File: config.mk
export PLATFORM = sky130hd
export DESIGN_NAME = dot_accumulator
export DESIGN_NICKNAME = d
export VERILOG_FILES = /design/src/rtl/dot_accumulator.sv
export SDC_FILE = /design/constraint.sdc
export NUM_CORES = 1
export LEC_CHECK = 0
export CORE_MARGIN = 8
export CORE_UTILIZATION = 35
export CTS_CLUSTER_SIZE = 16
export DETAILED_ROUTE_END_ITERATION = 10
export PLACE_DENSITY = 0.58
export SKIP_LAST_GASP = 1
export SYNTH_ARGS = -nofsm -noshare
export SYNTH_HDL_FRONTEND = slang
export SYNTH_SLANG_ARGS = --single-unit
File: constraint.sdc
create_clock -name i_clk -period 14.6 [get_ports i_clk]
set_clock_uncertainty 0.05 [all_clocks]
set_input_delay 4.38 -clock i_clk [delete_from_list [all_inputs] [get_ports i_clk]]
set_output_delay 4.38 -clock i_clk [all_outputs]
set_load 0.005 [all_outputs]
File: src/rtl/dot_accumulator.sv
// dot_accumulator: accumulates len signed chunk products, then rounds, shifts and
// saturates the sum to an OUT_WIDTH activation. Optional macro RELU_EN zeroes negative results.
module dot_accumulator #(
  parameter int BIT_WIDTH  = 4,
  parameter int VEC_SIZE   = 64,
  parameter int PROD_WIDTH = 2 * BIT_WIDTH + $clog2(VEC_SIZE),
  parameter int ACC_WIDTH  = 24,
  parameter int CNT_WIDTH  = 8,
  parameter int OUT_WIDTH  = 8
) (
  input  logic                  i_clk,
  input  logic                  i_rst_n,
  input  logic [CNT_WIDTH-1:0]  i_cfg_len,
  input  logic [4:0]            i_cfg_shift,
  input  logic                  i_valid,
  output logic                  o_ready,
  input  logic [PROD_WIDTH-1:0] i_product,
  output logic                  o_valid,
  input  logic                  i_ready,
  output logic [OUT_WIDTH-1:0]  o_data,
  output logic                  o_acc_ovf,
  output logic                  o_busy
);

  localparam logic [1:0] ST_IDLE = 2'd0;
  localparam logic [1:0] ST_ACC  = 2'd1;
  localparam logic [1:0] ST_OUT  = 2'd2;

  localparam logic [CNT_WIDTH-1:0]        CNT_ONE = CNT_WIDTH'(1'b1);
  localparam logic signed [ACC_WIDTH-1:0] ACC_MAX = {1'b0, {(ACC_WIDTH-1){1'b1}}};
  localparam logic signed [ACC_WIDTH-1:0] ACC_MIN = ~ACC_MAX;
  localparam logic signed [ACC_WIDTH:0]   RND_ONE = (ACC_WIDTH+1)'(1'b1);
  localparam logic signed [ACC_WIDTH:0]   OUT_MAX = (ACC_WIDTH+1)'((2 ** (OUT_WIDTH-1)) - 1);
  localparam logic signed [ACC_WIDTH:0]   OUT_MIN = ~OUT_MAX;

  // Saturating signed add; the extra top bit flags that saturation occurred.
  function automatic logic [ACC_WIDTH:0] sat_add(input logic signed [ACC_WIDTH-1:0] a,
                                                 input logic signed [ACC_WIDTH-1:0] b);
    logic signed [ACC_WIDTH-1:0] s;
    s = a + b;
    if ((a[ACC_WIDTH-1] == b[ACC_WIDTH-1]) && (s[ACC_WIDTH-1] != a[ACC_WIDTH-1])) begin
      return {1'b1, (a[ACC_WIDTH-1] ? ACC_MIN : ACC_MAX)};
    end else begin
      return {1'b0, s};
    end
  endfunction

  // Round-half-up shift with one guard bit, then clamp to the output range.
  // Shifts beyond ACC_WIDTH always round to zero, so they are short-circuited.
  function automatic logic [OUT_WIDTH-1:0] requant(input logic signed [ACC_WIDTH-1:0] a,
                                                   input logic [4:0] sh);
    logic signed [ACC_WIDTH:0] ext;
    logic signed [ACC_WIDTH:0] r;
    ext = {a[ACC_WIDTH-1], a};
    if (sh == 5'd0) begin
      r = ext;
    end else if (32'(sh) > ACC_WIDTH) begin
      r = '0;
    end else begin
      r = (ext + (RND_ONE << (sh - 5'd1))) >>> sh;
    end
    if (r > OUT_MAX) begin
      r = OUT_MAX;
    end else if (r < OUT_MIN) begin
      r = OUT_MIN;
    end else begin
      r = r;
    end
`ifdef RELU_EN
    if (r[ACC_WIDTH]) begin
      r = '0;
    end else begin
      r = r;
    end
`endif
    return r[OUT_WIDTH-1:0];
  endfunction

  logic [1:0]                  state_q, state_d;
  logic signed [ACC_WIDTH-1:0] acc_q, acc_d;
  logic [CNT_WIDTH-1:0]        cnt_q, cnt_d;
  logic [CNT_WIDTH-1:0]        len_q, len_d;
  logic [4:0]                  shift_q, shift_d;
  logic                        ovf_q, ovf_d;
  logic                        valid_q, valid_d;
  logic                        ready_q, ready_d;
  logic                        busy_q, busy_d;
  logic [OUT_WIDTH-1:0]        data_q, data_d;
  logic                        acc_ovf_q, acc_ovf_d;

  logic                        beat_s;
  logic signed [ACC_WIDTH-1:0] prod_ext_s;
  logic signed [ACC_WIDTH-1:0] sum_s;
  logic                        sum_ovf_s;
  logic [CNT_WIDTH-1:0]        len_in_s;
  logic [CNT_WIDTH-1:0]        cnt_inc_s;
  logic signed [ACC_WIDTH-1:0] acc_next_s;
  logic [4:0]                  shift_next_s;
  logic                        ovf_next_s;
  logic [OUT_WIDTH-1:0]        rq_s;

  assign beat_s       = i_valid && ready_q;
  assign prod_ext_s   = ACC_WIDTH'($signed(i_product));
  assign {sum_ovf_s, sum_s} = sat_add(acc_q, prod_ext_s);
  assign len_in_s     = (i_cfg_len == '0) ? CNT_ONE : i_cfg_len;
  assign cnt_inc_s    = cnt_q + CNT_ONE;
  // The first beat of a group loads rather than adds, and takes its shift from the cfg port.
  assign acc_next_s   = (state_q == ST_IDLE) ? prod_ext_s : sum_s;
  assign shift_next_s = (state_q == ST_IDLE) ? i_cfg_shift : shift_q;
  assign ovf_next_s   = (state_q == ST_IDLE) ? 1'b0 : (ovf_q | sum_ovf_s);
  assign rq_s         = requant(acc_next_s, shift_next_s);

  // Next-state and next-output logic for the IDLE/ACC/OUT group sequencer.
  always_comb begin
    state_d   = state_q;
    acc_d     = acc_q;
    cnt_d     = cnt_q;
    len_d     = len_q;
    shift_d   = shift_q;
    ovf_d     = ovf_q;
    valid_d   = valid_q;
    ready_d   = ready_q;
    busy_d    = busy_q;
    data_d    = data_q;
    acc_ovf_d = acc_ovf_q;
    case (state_q)
      ST_IDLE: begin
        if (beat_s) begin
          len_d   = len_in_s;
          shift_d = shift_next_s;
          acc_d   = acc_next_s;
          cnt_d   = CNT_ONE;
          ovf_d   = ovf_next_s;
          busy_d  = 1'b1;
          if (len_in_s == CNT_ONE) begin
            state_d   = ST_OUT;
            valid_d   = 1'b1;
            ready_d   = 1'b0;
            data_d    = rq_s;
            acc_ovf_d = ovf_next_s;
          end else begin
            state_d = ST_ACC;
          end
        end else begin
          state_d = ST_IDLE;
        end
      end
      ST_ACC: begin
        if (beat_s) begin
          acc_d = acc_next_s;
          ovf_d = ovf_next_s;
          cnt_d = cnt_inc_s;
          if (cnt_inc_s == len_q) begin
            state_d   = ST_OUT;
            valid_d   = 1'b1;
            ready_d   = 1'b0;
            data_d    = rq_s;
            acc_ovf_d = ovf_next_s;
          end else begin
            state_d = ST_ACC;
          end
        end else begin
          state_d = ST_ACC;
        end
      end
      ST_OUT: begin
        if (i_ready) begin
          state_d   = ST_IDLE;
          valid_d   = 1'b0;
          ready_d   = 1'b1;
          busy_d    = 1'b0;
          data_d    = '0;
          acc_ovf_d = 1'b0;
        end else begin
          state_d = ST_OUT;
        end
      end
      default: begin
        state_d   = ST_IDLE;
        valid_d   = 1'b0;
        ready_d   = 1'b1;
        busy_d    = 1'b0;
        data_d    = '0;
        acc_ovf_d = 1'b0;
      end
    endcase
  end

  // State and output registers; reset discards any partial group.
  always_ff @(posedge i_clk or negedge i_rst_n) begin
    if (!i_rst_n) begin
      state_q   <= ST_IDLE;
      acc_q     <= '0;
      cnt_q     <= '0;
      len_q     <= '0;
      shift_q   <= 5'd0;
      ovf_q     <= 1'b0;
      valid_q   <= 1'b0;
      ready_q   <= 1'b1;
      busy_q    <= 1'b0;
      data_q    <= '0;
      acc_ovf_q <= 1'b0;
    end else begin
      state_q   <= state_d;
      acc_q     <= acc_d;
      cnt_q     <= cnt_d;
      len_q     <= len_d;
      shift_q   <= shift_d;
      ovf_q     <= ovf_d;
      valid_q   <= valid_d;
      ready_q   <= ready_d;
      busy_q    <= busy_d;
      data_q    <= data_d;
      acc_ovf_q <= acc_ovf_d;
    end
  end

  assign o_ready   = ready_q;
  assign o_valid   = valid_q;
  assign o_data    = data_q;
  assign o_acc_ovf = acc_ovf_q;
  assign o_busy    = busy_q;

endmodule

=== Yosys cells after proc, flatten, opt, wreduce, memory -nomap -nowiden ===
Cells that the tools add are included.

* Logic and storage cells: 89
* Flip-flop bits (word level): 60
* Output and inout port bits: 12
* Input bits: 31

* Add/subtract/negate cells: 4
* Reductions and logical operators: 12
* Equal/unequal tests: 11
* Shift operators: 2
* Bitwise gates (word level): 2
* Muxes and demuxes: 44
* $lt $le $gt $ge: 3

{| class="wikitable"
|+ Operators by type and width
! kind !! number
|-
| $mux W8 || 10
|-
| $mux W25 || 3
|-
| $mux W24 || 2
|-
| $add A24 B25 Y25 || 1
|-
| $gt A25 B8 Y1 const B || 1
|-
| $lt A25 B8 Y1 const B || 1
|-
| $shl A1 B5 Y25 const A || 1
|-
| $sshr A25 B5 Y25 || 1
|-
| $add A24 B14 Y24 || 1
|-
| $pmux W8 S3 || 1
|-
| $mux W1 || 16
|-
| $pmux W8 S2 || 1
|-
| $pmux W1 S3 || 4
|-
| $mux W2 || 5
|-
| $add A8 B1 Y8 const B || 1
|-
| $eq A8 B1 Y1 const B || 1
|-
| $eq A8 B8 Y1 || 1
|-
| $logic_not A8 Y1 || 1
|-
| $ne A2 B2 Y1 const B || 4
|-
| $pmux W2 S3 || 1
|-
| $reduce_and A3 Y1 || 2
|-
| $gt A5 B5 Y1 const B || 1
|-
| $logic_not A5 Y1 || 1
|-
| $mux W5 || 1
|-
| other kinds (14) || 16
|}

=== Logic depth before layout (Yosys ltp) ===
* Depth after elaboration: 15
* Mapped depth: 33
* Mapped depth without buffers: 31

=== Worst setup path after synthesis ===
Ideal clock, no wire load.

* Path type: in2reg
* From: input i_product[1]
* To: register data_q[6], in the netlist o_data[6]
* Required time: 14,402 ps
* Arrival: 11,113 ps
* Setup time: 148 ps
* Path slack: 3,289 ps
* Path buffers: 3
* Stages on the path: 31
* Cell sequence: ha_1 > a211oi_1 > o211ai_1 > and3_1 > a211oi_2 > nor4_1 > a2111oi_1 > nor2b_1 > o21ai_0 > nand2b_1 > fa_1 > clkbuf_1 > o21a_1 > clkbuf_1 > nand3_1 > a311o_1 > o211ai_1 > ha_1 > clkbuf_1 > and3_1 > a32oi_1 > nand2b_1 > a21oi_2 > mux2i_1 > o21ai_0 > nor3_1 > a31oi_1 > a2111oi_0 > nand4bb_1 > o41ai_4 > o211ai_1

* Longest elaborated chain between the ends: 15
* Elaborated cells on any way between the ends: 18
* Those cells by class: add/sub: 2; order compare: 2; eq/ne: 1; shift: 1; mux: 11; reduce/logical: 1

{| class="wikitable"
|+ RTL lines
! element !! line !! text
|-
| start: declaration || 17 || <nowiki>input logic [PROD_WIDTH-1:0] i_product,</nowiki>
|-
| $add A24 B14 Y24 * || 40 || <nowiki>s = a + b;</nowiki>
|-
| $ne A1 B1 Y1 || 41 || <nowiki>if ((a[ACC_WIDTH-1] == b[ACC_WIDTH-1]) && (s[ACC_WIDTH-1] != a[ACC_WIDTH-1])) begin</nowiki>
|-
| $logic_and A1 B1 Y1 || 41 ||
|-
| $mux W25 * || 41 ||
|-
| $mux W24 * || 108 || <nowiki>assign acc_next_s = (state_q == ST_IDLE) ? prod_ext_s : sum_s;</nowiki>
|-
| named net acc_next_s[20] || 97 || <nowiki>logic signed [ACC_WIDTH-1:0] acc_next_s;</nowiki>
|-
| $add A24 B25 Y25 || 60 || <nowiki>r = (ext + (RND_ONE << (sh - 5'd1))) >>> sh;</nowiki>
|-
| $sshr A25 B5 Y25 || 60 ||
|-
| $mux W25 || 57 || <nowiki>end else if (32'(sh) > ACC_WIDTH) begin</nowiki>
|-
| $mux W25 * || 55 || <nowiki>if (sh == 5'd0) begin</nowiki>
|-
| $lt A25 B8 Y1 || 64 || <nowiki>end else if (r < OUT_MIN) begin</nowiki>
|-
| $mux W8 || 64 ||
|-
| $mux W8 * || 62 || <nowiki>if (r > OUT_MAX) begin</nowiki>
|-
| $mux W8 (on tied branches) || 153, 135 ||
|-
| $mux W8 (on tied branches) || 149, 128 ||
|-
| $pmux W8 S3 * || 126 || <nowiki>case (state_q)</nowiki>
|-
| end signal: assignment || 213 || <nowiki>data_q <= data_d;</nowiki>
|-
| end: declaration || 88 || <nowiki>logic [OUT_WIDTH-1:0] data_q, data_d;</nowiki>
|}

The timed path passes the listed nets; every way through them passes the cells marked *. The select of a mux whose other input is x is not followed.
A chain may end at the register's enable or synchronous reset.

=== Final worst setup path ===
* From: input i_product[13]
* To: register data_q[6], in the netlist o_data[6]

* Longest elaborated chain between the ends: 15
* Elaborated cells on any way between the ends: 19
* Those cells by class: add/sub: 2; order compare: 2; eq/ne: 2; shift: 1; mux: 11; reduce/logical: 1

{| class="wikitable"
|+ RTL lines
! element !! line
|-
| $add A24 B14 Y24 || 40
|-
| $ne A1 B1 Y1 || 41
|-
| $logic_and A1 B1 Y1 || 41
|-
| $mux W25 || 41
|-
| $mux W24 * || 108
|-
| named net acc_next_s[13] || 97
|-
| $add A24 B25 Y25 || 60
|-
| $sshr A25 B5 Y25 || 60
|-
| $mux W25 || 57
|-
| $mux W25 * || 55
|-
| $lt A25 B8 Y1 || 64
|-
| $mux W8 || 64
|-
| $mux W8 * || 62
|-
| $mux W8 (on tied branches) || 153, 135
|-
| $mux W8 (on tied branches) || 149, 128
|-
| $pmux W8 S3 * || 126
|}

Marked as above.

==> results.py <==
metrics = {
    "status": {
        "status": "complete, no violations",
    },
    "drt": {
        "dr.pass1.iters": 5,
        "drc": 0,
        "wl_per_cell_um": 21.2,
        "routed_wl_um": 31600,
        "drt_iter0_markers": 937,
        "dr_total_vias": 9216,
        "ant_nets": 0,
        "via_per_inst": 6.20,
    },
    "yosys": {
        "yosys.area.top_type": "dfrtp_1",
        "yosysWarnings": 0,
        "yosys-top-cells-area": "dfrtp_1, nand2_1, ha_1, a21oi_1, o21ai_0",
        "synth_top_area_share_pct": 17.8,
        "ys_seq_area_share_pct": 18.1,
        "synth_edf_count": 0,
        "synthTopCellsByCount": "nand2_1, nor2_1, a21oi_1, o21ai_0, dfrtp_1",
        "synth_flop_cell": "dfrtp_1",
        "syn_area_per_cell_um2": 7.22,
        "syn_nets": 1234,
        "synth-seq-cells": 60,
        "synth_cell_types": 90,
        "synthCells": 1152,
        "synthesis.area_um2": 8310,
        "async_reset_ff_share_pct": 100,
        "synth_most_common_cell": "nand2_1",
    },
    "job": {
        "drv_cap": 0,
    },
    "sta": {
        "slew_viol_final": 0,
        "totalNegativeSetupSlack_ns": 0,
        "setup_viol": 0,
        "relSlewSlack_pct": 22.9,
        "grt_setup_unrepaired": "false",
        "fmax_ghz": 0.0738,
        "period_share_pct": 92.9,
        "timing.final.hold_violations": 0,
        "period_needed_ns": 13.56,
        "worst_pin_slew_ns": 1.16,
    },
    "critical_path": {
        "path_buf_inv": 1,
        "cp_slowest_cell": "clkdlybuf4s50_1",
        "startpoint": "i_product[13]",
        "cp-end-kind": "flip-flop",
        "timing.rr.start": "acc_q[1]$_DFFE_PN0P_",
        "crit_family": "compound AO/OA/AOI/OAI gates",
        "cp_max_fo": 17,
        "crit_required_ns": 14.74,
        "cp.arrival_ns": 13.70,
        "critical_path_class": "in2reg",
        "critPathLaunchType": "primary input",
        "critPathMaxStageDelay_ns": 0.89,
        "path_common_cell": "a21oi_1",
    },
    "floorplan": {
        "fp-row-count": 56,
        "ioPinCount": 43,
        "die_y_um": 170,
        "core-area_um2": 23400,
        "initial_utilization_pct": 35.5,
        "die_w_um": 170,
        "die-area_um2": 28900,
    },
    "clock_tree": {
        "cts-root-buf": "clkbuf_16",
        "tritoncts": "yes",
        "clock-sinks": 60,
        "ctsHtreeMaxLevel": 3,
        "holdBufCountCts": 0,
        "cts_buffers": 9,
        "path_clk_slew_ns": 0.06,
        "clk_latency_ns": 0.34,
        "cts_resized": 0,
        "cts_buffer_depth": 2,
        "post_cts.repair.setup_buffers": 0,
    },
    "min_path": {
        "hp-class": "reg2reg",
        "hold_start": "o_ready$_DFFE_PN1P_",
    },
    "global_routing": {
        "grt_pass1_vias": 8504,
        "grt_usage_pct": 21.5,
        "grt_pass1_wl_um": 49100,
        "grt_max_degree": 61,
        "overflow": 0,
        "antenna_found_initial": 0,
    },
    "finish": {
        "layout.nets": 1245,
        "regArea_um2": 1500,
        "fill_cells": 2485,
        "final_area_um2": 9310,
        "multiInputGateArea_um2": 6450,
        "drive_gt1_share_pct": 8.56,
        "antennaDiodeCount": 0,
        "syn_to_final_growth_pct": 12.0,
        "final_cells": 1487,
    },
    "placed_design": {
        "gp_congestion": 0.975,
        "dpl.cell_count": 1471,
        "hpwlAfterDp_um": 24100,
        "place_area_um2": 9030,
        "io_buffers": 42,
    },
}
==> logic make-up (layout without fill, tap and decap cells) <==
kind of cell / count (synthesis) / after routing / synth area share, %
compound gates: 410 / 410 / 33.7
flops: 60 / 60 / 18.1
buf+inv: 89 / 105 / 4.53
fa+ha+maj: 51 / 51 / 7.95
mux: 42 / 42 / 5.40
xor+xnor: 45 / 45 / 4.92
simple gates: 455 / 455 / 25.4
==> placed cells by master (no fill, tap or decap), types with 6 or more instances in the layout <==
cell type / netlist / routed
a2111oi_0: 6 / 6
a211o_1: 7 / 7
a211oi_1: 19 / 19
a21o_1: 17 / 17
a21oi_1: 99 / 99
a21oi_2: 6 / 6
a22oi_1: 18 / 18
a31oi_1: 10 / 10
and2_1: 12 / 12
and3_1: 13 / 13
buf_4: 0 / 22
clkbuf_16: 0 / 9
clkdlybuf4s50_1: 0 / 41
dfrtp_1: 59 / 59
ha_1: 48 / 48
inv_1: 24 / 24
mux2_2: 19 / 19
mux2i_1: 21 / 19
nand2_1: 175 / 175
nand2b_1: 12 / 12
nand3_1: 31 / 31
nand4_1: 18 / 18
nor2_1: 112 / 112
nor2b_1: 6 / 6
nor3_1: 26 / 26
nor4_1: 13 / 13
o2111ai_1: 10 / 10
o211ai_1: 18 / 18
o21a_1: 7 / 7
o21ai_0: 85 / 85
o21ai_1: 10 / 10
o22ai_1: 14 / 14
o31ai_1: 7 / 7
or2_2: 9 / 9
or3_1: 7 / 7
xnor2_1: 27 / 27
xor2_1: 17 / 17
==> per-layer routing <==
layer  global-route usage (%)  routed length, um
met1                     29.3              14000
met4                     9.92               1430
met3                     3.80               2510
met5                        0                  0
met2                     32.6              13600
==> through the flow <==
stage	worst slack [ns]	util (%)	hold slack, ns
2_1_floorplan	3.29	-	0.400
3_3_place_gp	0.988	38.6	0.409
3_5_place_dp	0.918	38.6	0.409
4_1_cts	1.24	39.8	0.426
5_1_grt	0.390	39.8	0.444
6_report	1.04	39.8	0.425
==> worst register-to-register path, delay by kind of cell (launching register included) <==
kind / cells / cell delay, ns
DFF: 1 / 0.41
and+or+nand+nor: 8 / 1.70
adders and majority gates: 3 / 1.30
AOI/OAI and AO/OA: 17 / 5.63
==> state kept, by name, summed over array words and instances (netlist names) <==
signal     flops
acc_q         24
cnt_q          8
len_q          8
o_acc_ovf      1
o_busy         1
o_data         8
o_ready        1
o_valid        1
ovf_q          1
shift_q        5
state_q        2
==> final timing paths <==
check,slack [ns],cells after the start,end
max,1.04,29,o_data[6]$_DFFE_PN0P_
min,0.43,2,o_ready$_DFFE_PN1P_
max reg2reg,5.37,28,o_data[6]$_DFFE_PN0P_
max in group asynchronous,9.81,2,acc_q[20]$_DFFE_PN0P_
min in group asynchronous,4.14,2,len_q[1]$_DFFE_PN0P_
min reg2reg,0.43,2,o_ready$_DFFE_PN1P_
==> final cells by class <==
cell class	instances	share of cell area [%]
Tap cell	319	4.29
Timing Repair Buffer	64	6.23
Multi-Input combinational cell	1003	69.3
Inverter	25	1.01
Clock inverter	6	0.510
Sequential cell	60	16.1
Clock buffer	10	2.57
Power is not shown: default switching activity piles up to over one toggle a cycle in this logic, so the estimate is an artifact.
